File: config.mk
export PLATFORM = sky130hd
export DESIGN_NAME = mem_arbiter
export DESIGN_NICKNAME = d
export VERILOG_FILES = /design/src/rtl/mem_arbiter_pkg.sv /design/src/rtl/mem_arbiter.sv
export SDC_FILE = /design/constraint.sdc
export NUM_CORES = 1
export LEC_CHECK = 0
export ABC_AREA = 1
export BUFFER_PORTS_ARGS = -buffer_cell sky130_fd_sc_hd__buf_4
export CAP_MARGIN = 10
export CORE_ASPECT_RATIO = 0.7
export CORE_UTILIZATION = 39
export DETAILED_ROUTE_END_ITERATION = 6
export HOLD_SLACK_MARGIN = 0.08
export PLACE_DENSITY = 0.84
export SLEW_MARGIN = 5
export SYNTH_ARGS = -nofsm -noshare
export SYNTH_HDL_FRONTEND = slang
export SYNTH_SLANG_ARGS = --single-unit
File: constraint.sdc
create_clock -name clk -period 1.3 [get_ports clk]
set_input_delay 0.13 -clock clk [delete_from_list [all_inputs] [get_ports clk]]
set_output_delay 0.13 -clock clk [all_outputs]
set_load 0.01 [all_outputs]
File: src/rtl/mem_arbiter_pkg.sv
// Shared types for the instruction/data memory-bus arbiter.
// The request/response structs are sized by ARB_XLEN, which the arbiter's XLEN must match.
package mem_arbiter_pkg;

  localparam int ARB_XLEN = 32;

  typedef enum logic [1:0] {
    ARB_IDLE,
    ARB_REQ,
    ARB_WAIT
  } arb_state_t;

  typedef enum logic {
    OWN_I,
    OWN_D
  } arb_owner_t;

  typedef struct packed {
    logic                  we;
    logic [ARB_XLEN-1:0]   addr;
    logic [ARB_XLEN-1:0]   wdata;
    logic [ARB_XLEN/8-1:0] be;
  } mem_req_t;

  typedef struct packed {
    logic                valid;
    logic [ARB_XLEN-1:0] rdata;
  } mem_resp_t;

endpackage

File: src/rtl/mem_arbiter.sv
// Single-ported memory bus arbiter between fetch (I) and data (D) requesters.
// One transaction in flight; D has priority unless fetch has lost MAX_D_WINS grants in a row.
module mem_arbiter
  import mem_arbiter_pkg::*;
#(
  parameter int XLEN       = ARB_XLEN,
  parameter int MAX_D_WINS = 4
) (
  input  logic              clk,
  input  logic              reset,
  input  logic              i_req_valid,
  input  logic [XLEN-1:0]   i_req_addr,
  output logic              i_req_ready,
  output logic              i_resp_valid,
  output logic [XLEN-1:0]   i_resp_rdata,
  input  logic              d_req_valid,
  input  logic              d_req_we,
  input  logic [XLEN-1:0]   d_req_addr,
  input  logic [XLEN-1:0]   d_req_wdata,
  input  logic [XLEN/8-1:0] d_req_be,
  output logic              d_req_ready,
  output logic              d_resp_valid,
  output logic [XLEN-1:0]   d_resp_rdata,
  output logic              m_req_valid,
  input  logic              m_req_ready,
  output logic              m_req_we,
  output logic [XLEN-1:0]   m_req_addr,
  output logic [XLEN-1:0]   m_req_wdata,
  output logic [XLEN/8-1:0] m_req_be,
  input  logic              m_resp_valid,
  input  logic [XLEN-1:0]   m_resp_rdata,
  output logic              i_stall,
  output logic              d_stall,
  output logic              spurious_resp
);

  localparam int              CNT_W   = $clog2(MAX_D_WINS + 1);
  localparam logic [CNT_W-1:0] CNT_MAX = CNT_W'(MAX_D_WINS);

  arb_state_t       state_q, state_d;
  arb_owner_t       owner_q, owner_d;
  mem_req_t         req_q, req_d;
  logic [CNT_W-1:0] d_win_cnt_q, d_win_cnt_d;
  logic             spurious_q, spurious_d;
  logic             grant_i, grant_d;
  logic             resp_hit;
  mem_resp_t        i_resp, d_resp;

  // Fetch overrides the default data priority only once it has been starved.
  always_comb begin
    grant_i = 1'b0;
    grant_d = 1'b0;
    if (state_q == ARB_IDLE) begin
      if (d_req_valid && !(i_req_valid && (d_win_cnt_q == CNT_MAX))) begin
        grant_d = 1'b1;
      end else if (i_req_valid) begin
        grant_i = 1'b1;
      end
    end
  end

  always_comb begin
    state_d     = state_q;
    owner_d     = owner_q;
    req_d       = req_q;
    d_win_cnt_d = d_win_cnt_q;
    spurious_d  = spurious_q | (m_resp_valid & (state_q != ARB_WAIT));
    case (state_q)
      ARB_IDLE: begin
        if (grant_d) begin
          owner_d     = OWN_D;
          req_d       = '{we: d_req_we, addr: d_req_addr, wdata: d_req_wdata, be: d_req_be};
          d_win_cnt_d = i_req_valid ? d_win_cnt_q + 1'b1 : '0;
          state_d     = ARB_REQ;
        end else if (grant_i) begin
          owner_d     = OWN_I;
          req_d       = '{we: 1'b0, addr: i_req_addr, wdata: '0, be: '1};
          d_win_cnt_d = '0;
          state_d     = ARB_REQ;
        end
      end
      ARB_REQ: begin
        if (m_req_ready) state_d = ARB_WAIT;
      end
      ARB_WAIT: begin
        if (m_resp_valid) state_d = ARB_IDLE;
      end
      default: state_d = ARB_IDLE;
    endcase
  end

  always_ff @(posedge clk) begin
    if (!reset) begin
      state_q     <= ARB_IDLE;
      owner_q     <= OWN_I;
      req_q       <= '0;
      d_win_cnt_q <= '0;
      spurious_q  <= 1'b0;
    end else begin
      state_q     <= state_d;
      owner_q     <= owner_d;
      req_q       <= req_d;
      d_win_cnt_q <= d_win_cnt_d;
      spurious_q  <= spurious_d;
    end
  end

  // Every output is gated by reset so nothing leaks while it is held low.
  always_comb begin
    resp_hit     = reset & (state_q == ARB_WAIT) & m_resp_valid;
    i_resp.valid = resp_hit & (owner_q == OWN_I);
    i_resp.rdata = i_resp.valid ? m_resp_rdata : '0;
    d_resp.valid = resp_hit & (owner_q == OWN_D);
    d_resp.rdata = d_resp.valid ? m_resp_rdata : '0;
  end

  assign i_req_ready   = reset & grant_i;
  assign d_req_ready   = reset & grant_d;
  assign i_resp_valid  = i_resp.valid;
  assign i_resp_rdata  = i_resp.rdata;
  assign d_resp_valid  = d_resp.valid;
  assign d_resp_rdata  = d_resp.rdata;

  assign m_req_valid   = reset & (state_q == ARB_REQ);
  assign m_req_we      = m_req_valid & req_q.we;
  assign m_req_addr    = m_req_valid ? req_q.addr  : '0;
  assign m_req_wdata   = m_req_valid ? req_q.wdata : '0;
  assign m_req_be      = m_req_valid ? req_q.be    : '0;

  assign i_stall       = reset & i_req_valid & ~i_resp.valid;
  assign d_stall       = reset & d_req_valid & ~d_resp.valid;
  assign spurious_resp = reset & spurious_q;

endmodule

* Word level (Yosys, flattened, before mapping)
Cells that the tools add are included.
Storage, ports and cells: ROM bits 0, bits in writable memories 0, output and inout port bits 141, memories kept 0, logic and storage cells 63, bits of input ports 139, latch bits 0, register bits 76
Cells by class: mux-type cells 22, reductions and logical operators 7, equality and inequality tests 7, multipliers 0, add/subtract/negate cells 1, divide/modulo/power cells 0, bitwise gates (word level) 18, $lt $le $gt $ge 0, shift-type cells 0
Operator list (number):
- 69-bit 2-to-1 mux | 2
- 32-bit 2-to-1 mux | 4
- 1-bit bitwise AND | 14
- 3-bit 2-to-1 mux | 3
- 2-bit 2-to-1 mux | 4
- 1-bit 2-to-1 mux | 7
- 2-bit inequality test (second input constant) | 3
- 2-bit case mux with 3 select lines | 1
- 4-bit 2-to-1 mux | 1
- 3-bit by 1-bit adder with 3-bit output (second input constant) | 1
- 3-bit == test (second input constant) | 1
- 3-bit inequality test (second input constant) | 1
- 1-bit NOT | 3
- 3-bit AND reduction | 1
- 2-bit by 1-bit == test with 1-bit output (second input constant) | 1
- 2-bit == test (second input constant) | 1
- 1-bit logical AND | 2
- 2-bit logical NOT | 1
- 2-bit AND reduction | 1
- 2-bit nonzero test | 1
- 1-bit logical NOT | 1
- 1-bit OR | 1

* Depth between registers and ports, before layout
depth after elaboration 9, mapped depth 10, depth with buffers taken out 9

* Least setup slack after synthesis
Ideal clock, no wire load.
path type register -> register, start point register d_win_cnt_q[0], end point register req_q[53] in the netlist's numbering, clock period less this slack 1.471 ns, library setup time 0.111 ns, stages on the path, launching flop included 10, path slack -0.171 ns, data arrival time 1.359 ns, required time 1.189 ns, buffers on the path 2, cell sequence dfxtp_1 > inv_1 > ha_1 > nand3_2 > nand3_2 > and2_1 > buf_4 > buf_6 > nor2_1 > nor2_1
Between the ends: cells in the longest elaborated chain, start to end 8, elaborated cells between the ends (all ways) 11, classes of those cells eq/ne (1); mux (5); reduce/logical (5)
RTL lines:
- from (decl) | RTL line mem_arbiter.sv:43 | logic [CNT_W-1:0] d_win_cnt_q, d_win_cnt_d;
- from (signal assigned) | RTL line mem_arbiter.sv:103 | d_win_cnt_q <= d_win_cnt_d;
- 3-bit == test (*) | RTL line mem_arbiter.sv:54 | if (d_req_valid && !(i_req_valid && (d_win_cnt_q == CNT_MAX))) begin
- 1-bit logical AND (*) | RTL line mem_arbiter.sv:54
- 1-bit logical NOT (*) | RTL line mem_arbiter.sv:54
- 1-bit logical AND (*) | RTL line mem_arbiter.sv:54
- 1-bit 2-to-1 mux | RTL line mem_arbiter.sv:54
- 1-bit 2-to-1 mux | RTL line mem_arbiter.sv:53 | if (state_q == ARB_IDLE) begin
- 2-bit nonzero test (no source line)
- 2-bit AND reduction (no source line)
- to (signal assigned) | RTL line mem_arbiter.sv:102 | req_q <= req_d;
- to (decl) | RTL line mem_arbiter.sv:42 | mem_req_t req_q, req_d;
Every way passes the cells marked *; elsewhere a longest branch is shown, timed or not. A chain may end at the register's enable or synchronous reset.

* Worst setup path in the final report
start point register state_q[1], end point output i_resp_rdata[0]
Between the ends: cells in the longest elaborated chain, start to end 5
RTL lines:
- from (decl) | RTL line mem_arbiter.sv:40 | arb_state_t state_q, state_d;
- from (signal assigned) | RTL line mem_arbiter.sv:100 | state_q <= state_d;
- 2-bit == test | RTL line mem_arbiter.sv:110 | resp_hit = reset & (state_q == ARB_WAIT) & m_resp_valid;
- 1-bit bitwise AND (2 in a row) | RTL line mem_arbiter.sv:110
- 1-bit bitwise AND | RTL line mem_arbiter.sv:111 | i_resp.valid = resp_hit & (owner_q == OWN_I);
- 32-bit 2-to-1 mux | RTL line mem_arbiter.sv:112 | i_resp.rdata = i_resp.valid ? m_resp_rdata : '0;
- to (decl) | RTL line mem_arbiter.sv:15 | output logic [XLEN-1:0] i_resp_rdata,
Every way passes these cells.

==> impl_metrics.csv <==
group,metric,value,unit
run_status,run_status,"complete, but fails checks",
run_status,violations,"DRC, setup timing",
clock_network,cts.sinks,76,
synth,syn_area,4390,um^2
route,drt_pass1_iterations,7,
timing,tightest_slew,0.5159,ns
clock_network,numCtsBuffers,9,
timing,setup_viol,215,
floorplan,dieWidth,128.8,um
final_layout,fin_nets,1260,
timing,drv_slew,0,
timing,fin_ws,-0.6540,ns
grt,grt-ovfl-total,0,
setup_path,startpoint_type,"flop",
grt,antenna_found_initial,2,
final_layout,area.growth.synth_to_final,139.0,%
floorplan,fp.coreArea,10970,um^2
timing,period_needed,1.954,ns
timing,fmax,511.8,MHz
synth,synthXorXnorAreaFrac,0,
timing,period_share,1.503,
route,drt-total-wl,31050,um
setup_path,critPathCaptureType,"primary output",
synth,synthFlopType,"dfxtp_1",
final_layout,layout.cells.non_filler,1277,
synth,synth_edf_count,0,
timing,fin_setup_tns,-77.48,ns
synth,yosysMostFrequentCell,"nor2_1",
hold_path,hold_class,"in -> reg",
timing,hold_viol,0,
synth,syn_inst,755,
synth,synth_area_per_cell,5.815,um^2
timing,rsz0062_at_grt,"true",
setup_path,arrival,1.82,ns
pwr,seqPwrFrac,0.298,
placement,gp_congestion,0.8229,
clock_network,cts_root_buf,"clkbuf_16",
synth,synth_commonest_cells,"nor2_1, nand2_1, inv_1, dfxtp_1, nand4_1",
setup_path,crit_path_top_delay_cell,"dfxtp_4",
pwr,internal-power,5784,uW
clock_network,insertion_delay,0.36,ns
floorplan,num_io_pins,280,
grt,grt_max_degree,49,
setup_path,critPathBufInv,4,
pwr,p_comb_frac,0.382,
clock_network,cts_tree,"yes",
route,vias,7588,
synth,netlist_top_cells_area,"dfxtp_1, nor2_1, nand2_1, inv_1, nand4_1",
route,ant_nets,0,
floorplan,die_area,11690,um^2
placement,dp_hpwl,11030,um
final_layout,antenna_cells,0,
synth,yosys.area.top_type_share,0.3465,
pwr,power_leakage,0.004934,uW
pwr,ir_drop,0.7632,mV
route,viasPerCell,5.942,
placement,numPortBuffers,279,
pwr,p_per_area,853.2,nW/um^2
synth,synth_compound_area_frac,0.01824,
floorplan,die_h,90.77,um
clock_network,cts.clk_slew.worst_paths,0.07,ns
floorplan,start_util,0.4002,
timing,finClkSkew,0.01406,ns
timing,relSlewSlack,0.6531,
synth,yosys.area_share.simple,0.4691,
synth,synth-seq-area-share,0.3465,
synth,synth_top_family_by_area,"simple AND/OR/NAND/NOR gates",
grt,grt_pass1_vias,6373,
setup_path,required,1.17,ns
route,drt_iter0_markers,834,
pwr,swShare,0.3538,
synth,synth_warnings,0,
synth,syn_nets,896,
grt,grt_first_pass_wirelength,32790,um
synth,synth_fa_ha_area_frac,0.005700,
setup_path,cp_cell_sequence,"inv_4, nor2_4, nand4_1, buf_6, clkbuf_16, nor2_2, buf_4",
setup_path,path_max_fanout,8,
synth,yosys-mux-area-fraction,0,
pwr,power.switching,3167,uW
final_layout,final_layout_size_suffix_gt1_frac,0.5534,
setup_path,critPathKind,"reg -> out",
pwr,clock_power_share,0.319,
synth,synth_area_leader_cell,"dfxtp_1",
setup_path,crit_family,"buffers and inverters",
synth,synthArstFlopShare,0,
clock_network,h-tree-depth,3,
run,cap_violations,0,
route,drc,7,
floorplan,rows,32,
route,wl_per_cell,24.32,um
placement,dpl.cell_count,1173,
setup_path,critical-path-max-stage-delay,0.38,ns
clock_network,clockBufferDepth,2,
synth,ys_types,19,
synth,ys_seq_elements,76,
grt,grt_usage,0.3615,
==> timing repair <==
action | 4_1_cts | 5_1_grt
endpoints found under the setup margin | 183 | 213
hold buffers | 36 | 3
hold endpoints to repair | 36 | 3
pin swaps | 30 | 36
cloned | 20 | 10
gates resized for setup | 211 | 299
buffers inserted | 15 | 7
==> layer usage <==
layer | GRT usage | share of wire | vias up
met5 | 0 | 0.00035 | -
met4 | 0.1951 | 0.091 | 2
met3 | 0.08412 | 0.13 | 270
met2 | 0.6158 | 0.45 | 774
met1 | 0.4173 | 0.33 | 3494
li1 | - | - | 3048
==> placed cells by master, fill, tap and decap left out, drive strengths merged, types with 6 or more instances in the layout <==
| cell | netlist | layout |
|---|---|---|
| o21ai | 6 | 6 |
| dlygate4sd3 | 0 | 39 |
| nand3 | 41 | 41 |
| clkbuf | 33 | 17 |
| nand4 | 67 | 67 |
| a21oi | 7 | 7 |
| nand2 | 172 | 172 |
| nor2 | 204 | 204 |
| buf | 24 | 362 |
| dfxtp | 76 | 76 |
| inv | 120 | 120 |
==> registers in the layout, summed over array words and instances (netlist names) <==
| register | flops |
|---|---|
| state_q | 2 |
| spurious_q | 1 |
| owner_q | 1 |
| req_q | 69 |
| d_win_cnt_q | 3 |
==> worst min-delay path: cells and delay by family <==
| family | cells | cell delay [ns] |
|---|---|---|
| AND/OR/NAND/NOR | 4 | 0.20 |
| buffers and inverters | 1 | 0.08 |
==> power by group through the flow <==
stage | Clock [uW] | Combinational (uW) | Sequential (uW)
floorplan | 0 | 1020 | 2660
global placement | 0 | 1780 | 2670
detailed placement | 0 | 1810 | 2680
CTS | 2750 | 2510 | 2630
global route | 2940 | 3540 | 2680
finish | 2860 | 3420 | 2670
==> logic make-up after synthesis <==
logic type / after synthesis
simple gates: 485
fa+ha+maj: 2
compound gates: 15
flops: 76
buf+inv: 177
==> area by class of cell <==
| type | instances | area, um^2 |
|---|---|---|
| repair buffers | 410 | 4499 |
| multi-input cells | 502 | 3477 |
| flip-flops and latches | 76 | 1531 |
| fillers | 266 | 479.2 |
| inverters | 120 | 467.9 |
| clock buffers | 9 | 225.2 |
| well taps | 153 | 191.4 |
| clock inverters | 7 | 98.84 |
==> worst paths after layout <==
| kind | slack (ns) | end | cells after the start | start |
|---|---|---|---|---|
| worst max register to register | -0.43 | req_q[65]$_SDFFE_PN0P_ | 9 | d_win_cnt_q[1]$_SDFFE_PN0P_ |
| worst min register to register | 0.49 | req_q[7]$_SDFFE_PN0P_ | 2 | req_q[7]$_SDFFE_PN0P_ |
| worst max-delay path | -0.65 | i_resp_rdata[0] | 7 | state_q[1]$_SDFFE_PN0P_ |
| worst min-delay path | 0.09 | req_q[49]$_SDFFE_PN0P_ | 5 | i_req_addr[13] |
==> per-stage QoR <==
| step | util | hold WS [ns] | total power (uW) | cell area, um^2 | setup slack, ns |
|---|---|---|---|---|---|
| finish | 0.9563 | 0.08649 | 8952 | 10490 | -0.6540 |
| floorplan | - | 0.2331 | 3680 | 4622 | -0.03928 |
| global route | 0.9563 | 0.1183 | 9154 | 10490 | -0.7204 |
| CTS | 0.8323 | 0.08090 | 7895 | 9131 | -0.3415 |
| detailed placement | 0.6460 | 0.3210 | 4486 | 7087 | -0.1391 |
| global placement | 0.6460 | 0.3186 | 4451 | 7087 | -0.08005 |
Note: power is estimated with default switching activity, not from simulation.
